==> src/rtl/sap_datapath.sv <==
// SAP-1 style datapath: PC, MAR, IR, A, B, flags, RAM, ALU and display on one shared bus.
// Executes the sequencer's control word on the falling clock edge; the IR opcode nibble goes back as `command`.
module sap_datapath #(
  parameter int unsigned DATA_W = 8,
  parameter int unsigned ADDR_W = 4
) (
  input  logic              CLK,
  input  logic              RST,
  input  logic [15:0]       ctrl_wrd,
  input  logic              prog_we,
  input  logic [ADDR_W-1:0] prog_addr,
  input  logic [DATA_W-1:0] prog_data,
  output logic [3:0]        command,
  output logic [DATA_W-1:0] bus_dbg,
  output logic [DATA_W-1:0] disp,
  output logic              disp_stb,
  output logic              carry_f,
  output logic              zero_f,
  output logic              halted,
  output logic              bus_conflict
);

  localparam int unsigned DEPTH = 2 ** ADDR_W;
  localparam int unsigned SUM_W = DATA_W + 1;

  localparam int unsigned B_HLT  = 15;
  localparam int unsigned B_AI   = 14;
  localparam int unsigned B_AO   = 13;
  localparam int unsigned B_BI   = 12;
  localparam int unsigned B_MI   = 11;
  localparam int unsigned B_RR   = 10;
  localparam int unsigned B_RW   = 9;
  localparam int unsigned B_II   = 8;
  localparam int unsigned B_IO   = 7;
  localparam int unsigned B_CI   = 6;
  localparam int unsigned B_CO   = 5;
  localparam int unsigned B_CE   = 4;
  localparam int unsigned B_SUB  = 3;
  localparam int unsigned B_ALUO = 2;
  localparam int unsigned B_DI   = 1;
  localparam int unsigned B_FL   = 0;

  logic hlt, ai, ao, bi, mi, rr, rw, ii, io, ci, co, ce, sub, aluo, di, fl;

  assign hlt  = ctrl_wrd[B_HLT];
  assign ai   = ctrl_wrd[B_AI];
  assign ao   = ctrl_wrd[B_AO];
  assign bi   = ctrl_wrd[B_BI];
  assign mi   = ctrl_wrd[B_MI];
  assign rr   = ctrl_wrd[B_RR];
  assign rw   = ctrl_wrd[B_RW];
  assign ii   = ctrl_wrd[B_II];
  assign io   = ctrl_wrd[B_IO];
  assign ci   = ctrl_wrd[B_CI];
  assign co   = ctrl_wrd[B_CO];
  assign ce   = ctrl_wrd[B_CE];
  assign sub  = ctrl_wrd[B_SUB];
  assign aluo = ctrl_wrd[B_ALUO];
  assign di   = ctrl_wrd[B_DI];
  assign fl   = ctrl_wrd[B_FL];

  logic [ADDR_W-1:0] pc;
  logic [ADDR_W-1:0] mar;
  logic [DATA_W-1:0] ir;
  logic [DATA_W-1:0] a;
  logic [DATA_W-1:0] b;
  logic [DATA_W-1:0] bus;
  logic [SUM_W-1:0]  alu_sum;
  logic              multi_drv;
  logic              upd;
  logic [DATA_W-1:0] ram [DEPTH];

  // Subtraction is A + ~B + 1, so the carry out reads as "no borrow".
  always_comb begin
    alu_sum = {1'b0, a} + {1'b0, b};
    if (sub) begin
      alu_sum = {1'b0, a} + {1'b0, ~b} + SUM_W'(1);
    end
  end

  // Fixed-priority bus source select.
  always_comb begin
    bus = '0;
    if (rr)        bus = ram[mar];
    else if (io)   bus = DATA_W'(ir[3:0]);
    else if (co)   bus = DATA_W'(pc);
    else if (aluo) bus = alu_sum[DATA_W-1:0];
    else if (ao)   bus = a;
  end

  assign multi_drv = $countones({rr, io, co, aluo, ao}) > 1;
  // The halting word itself commits nothing besides the halt.
  assign upd       = !halted && !hlt;
  assign bus_dbg   = bus;
  assign command   = ir[DATA_W-1 -: 4];

  // RAM: program load while in reset, otherwise RW at the pre-edge MAR.
  always_ff @(negedge CLK) begin
    if (RST) begin
      if (prog_we) ram[prog_addr] <= prog_data;
    end else if (upd && rw) begin
      ram[mar] <= bus;
    end
  end

  always_ff @(negedge CLK or posedge RST) begin
    if (RST) begin
      pc           <= '0;
      mar          <= '0;
      ir           <= '0;
      a            <= '0;
      b            <= '0;
      disp         <= '0;
      disp_stb     <= 1'b0;
      carry_f      <= 1'b0;
      zero_f       <= 1'b0;
      halted       <= 1'b0;
      bus_conflict <= 1'b0;
    end else begin
      disp_stb <= upd && di;
      if (!halted && multi_drv) bus_conflict <= 1'b1;
      if (!halted && hlt)       halted       <= 1'b1;
      if (upd) begin
        if (ai) a   <= bus;
        if (bi) b   <= bus;
        if (mi) mar <= bus[ADDR_W-1:0];
        if (ii) ir  <= bus;
        if (di) disp <= bus;
        if (ci)      pc <= bus[ADDR_W-1:0];
        else if (ce) pc <= pc + ADDR_W'(1);
        if (fl) begin
          carry_f <= alu_sum[DATA_W];
          zero_f  <= (alu_sum[DATA_W-1:0] == '0);
        end
      end
    end
  end

endmodule

==> config.mk <==
export PLATFORM = sky130hd
export DESIGN_NAME = sap_datapath
export DESIGN_NICKNAME = d
export VERILOG_FILES = /design/src/rtl/sap_datapath.sv
export SDC_FILE = /design/constraint.sdc
export NUM_CORES = 1
export LEC_CHECK = 0
export BUFFER_PORTS_ARGS = -buffer_cell sky130_fd_sc_hd__buf_2
export CAP_MARGIN = 20
export CELL_PAD_IN_SITES_DETAIL_PLACEMENT = 0
export CELL_PAD_IN_SITES_GLOBAL_PLACEMENT = 1
export CORE_MARGIN = 1
export CORE_UTILIZATION = 47
export CTS_BUF_LIST = sky130_fd_sc_hd__clkbuf_4 sky130_fd_sc_hd__clkbuf_8
export DETAILED_ROUTE_END_ITERATION = 16
export PLACE_DENSITY_LB_ADDON = 0.1
export SLEW_MARGIN = 20
export SYNTH_ARGS = -nofsm -noshare
export SYNTH_HDL_FRONTEND = slang
export SYNTH_SLANG_ARGS = --single-unit
==> constraint.sdc <==
create_clock -name CLK -period 2.96 [get_ports CLK]
set_input_delay 0.296 -clock CLK [delete_from_list [all_inputs] [get_ports CLK]]
set_output_delay 0.296 -clock CLK [all_outputs]
set_load 0.02 [all_outputs]
==> results.ini <==
[timing]
maxSlewHeadroom = 0.5867
worst_pin_slew_ns = 0.6199
timing_hold_violations_final = 0
maxSlewViolCount = 0
whs_ns = 0.4150
finalSetupViolations = 165
setup_slack_ns = -1.489
finClkSkew_ns = 0.08143
rsz0062_at_grt = true

[detailed_routing]
ant_nets = 0
drt_wl_total_mm = 23.72
wl_met3_um = 851
wl_met2_mm = 12.74
wl_per_cell_um = 19.97
vias_per_cell = 5.348
met1_length_mm = 9.592
top_layer_used = met4
vias = 6354
firstDrtPassIters = 5
drc = 0
first_iter_violations = 349

[place]
portBuffers = 55
gp_congestion = 0.9173
hpwl_mm = 15.62
place_area_mm2 = 0.01021
placed_cells = 982
dp_worst_setup_slack_ns = -1.144

[synthesis]
synth_area_leaders = edfxtp_1 48%, dfrtn_1 14%, mux4_2 6.7%, mux4_1 3.6%, nand2_1 3.1%
avgSynthCellArea_um2 = 13.74
ys_seq_elements = 173
ys_warn_count = 0
async_reset_ff_frac = 0.2601
synth_cell_types = 63
synth-edff-count = 128
synthesis.nets = 636
netlist.area_leader.share = 0.4790
synthCells = 584
synth_area_mm2 = 0.008024
synth-seq-area-share = 0.6194
synth_top_area_cell = edfxtp_1
ys.flop_type = edfxtp_1

[grt]
grt_max_degree = 46
grtUsageTotal = 0.2779
grt-ovfl-total = 0
grt_antenna_before_repair = 0
grt_pass1_vias = 6790
grt_pass1_wl_mm = 35.91

[clock_network]
cts_max_path_buffers = 2
h-tree-depth = 4
cts_made_buffers = 17
cts_sinks = 173
clk_pin_slew_worst_paths_ns = 0.07
clk_latency_ns = 0.49
hold_buffers = 0
cts_tree = built
cts-root-buf = clkbuf_8

[hold_path]
whs_path_depth = 2
hp-start = carry_f
min_path_type = register to register
holdPathEnd = carry_f

[critical_path]
r2r_slack_ns = -0.81
ff2ff_path_depth = 23
crit_top_cell = inv_2
end_kind = output port
cp_slowest_stage_delay_ns = 0.47
regToRegStartpoint = a[0]
start_kind = register
crit_path_start = a[0]
r2r-end = ram[12][4]
crit_path_top_delay_cell = dfrtn_1
cp_cell_sequence = inv_2 > ha_4 > fa_2 > mux2i_1 > xor2_1 > a221oi_2 > o31ai_2 > o221ai_2 > inv_2 > buf_6
cp_max_fo = 3
arrival_ns = 4.15
crit_type = register to output port
required_ns = 2.66

[flow_run]
maxCapViolCount = 0

[cells_and_area]
layout.nets = 1007
fillCellCount = 1099
layout_commonest_cell = inv_1
num_antenna_cells = 0
drive_gt1_frac = 0.4659
layout_common_cells = 149 x inv_1, 128 x edfxtp_1, 122 x buf_4, 62 x nand2_1, 55 x buf_6
final_cells = 1188
finalInstanceArea_mm2 = 0.01222
area_delta_synth_final_pct = 52.28

[power_and_ir_drop]
p_seq_frac = 0.416
combPwrFrac = 0.211
switching_share = 0.3295
power.switching_mw = 2.166
intPower_mw = 4.408
ir_drop_mv = 0.4876
power_mw = 6.573
cellLeakagePower_nw = 5.288
pwr-share-clk = 0.373
powerDensity_mw_per_mm2 = 537.9

[outcome]
status = finished, violations left
violations = negative setup slack

[die]
row_count = 47
core-area_mm2 = 0.01664
die_h_um = 132.7
die_width_um = 132.7
die_area_mm2 = 0.01760
start_util = 0.4821
pin_count = 56

[registers in the layout, indices dropped and copies added, names as in the netlist]
| name | count |
|---|---|
| ram | 128 |
| a | 8 |
| b | 8 |
| disp | 8 |
| ir | 8 |
| mar | 4 |
| pc | 4 |
| bus_conflict | 1 |
| carry_f | 1 |
| disp_stb | 1 |
| halted | 1 |
| zero_f | 1 |
[cell families (layout without fill, tap and decap cells)]
kind of cell    after synthesis  in the layout  share of synthesized area
flops                       173            173                     0.6194
simple gates                155            155                    0.08514
compound gates              119            119                    0.09793
buf+inv                      65            449                    0.03820
mux                          49             49                     0.1216
fa+ha+maj                    21             21                    0.03555
xor+xnor                      2              2                   0.002183
[power by group through the flow]
stage / clock, mW / sequential, mW / combinational [mW]
floorplan: 0.258 / 2.78 / 0.583
global placement: 0.258 / 2.77 / 1.02
detailed placement: 0.258 / 2.77 / 1.03
CTS: 2.49 / 2.73 / 1.21
global route: 2.70 / 2.74 / 1.47
finish: 2.45 / 2.74 / 1.39
[metrics by stage]
| stage | utilization | TNS [ns] |
|---|---|---|
| finish | 0.7342 | -57.59 |
| global route | 0.7342 | -63.79 |
| CTS | 0.7042 | -42.02 |
| detailed placement | 0.6135 | -178.78 |
| global placement | 0.6135 | -174.28 |
| floorplan | - | -202.57 |
[worst max-delay path by stage]
stage	cells after the start	endpoint	slack (ns)
finish	10	bus_dbg[2]	-1.49
detailed placement	10	bus_dbg[2]	-1.14
global route	10	bus_dbg[2]	-1.57
CTS	10	bus_dbg[2]	-1.46
floorplan	8	bus_dbg[7]	-0.95
global placement	10	bus_dbg[2]	-1.12
[cell usage after synthesis (all sizes together), types with 5 or more instances]
| cell type | count |
|---|---|
| a21oi | 23 |
| a22oi | 6 |
| a31oi | 8 |
| buf | 16 |
| clkbuf | 15 |
| dfrtn | 45 |
| edfxtp | 128 |
| ha | 18 |
| inv | 34 |
| mux2i | 12 |
| mux4 | 35 |
| nand2 | 66 |
| nand2b | 6 |
| nand3 | 5 |
| nor2 | 49 |
| nor2b | 8 |
| o21ai | 41 |
[critical path: cells and delay by family, from the launching register on]
family	cells	cell delay (ns)
buffers and inverters	3	0.26
adders and majority gates	2	0.49
DFF	1	0.47
muxes	1	0.19
AOI/OAI and AO/OA	3	0.56
xor gates and xnor gates	1	0.27
[repair_timing]
action	in CTS	in global routing
pin swaps	26	39
cloned	6	2
resized for setup	98	104
setup endpoints to repair	175	198
hold endpoints to repair	0	0
setup buffers	23	22
[final cells by class]
| class | count | area (µm²) | area share |
|---|---|---|---|
| Sequential cell | 173 | 4970 | 0.4067 |
| Tap cell | 220 | 275.3 | 0.02253 |
| Clock inverter | 143 | 681.9 | 0.05581 |
| Timing Repair Buffer | 256 | 2344 | 0.1918 |
| Inverter | 33 | 127.6 | 0.01044 |
| Clock buffer | 17 | 234.0 | 0.01915 |
| Multi-Input combinational cell | 346 | 3587 | 0.2936 |
[per-layer routing]
| layer | GRT usage | up-vias |
|---|---|---|
| met4 | 0.1335 | 0 |
| met3 | 0.05211 | 35 |
| li1 | - | 2951 |
| met1 | 0.3285 | 3200 |
| met5 | 0 | - |
| met2 | 0.4892 | 168 |
No activity file was read; power rests on OpenSTA's default activity.
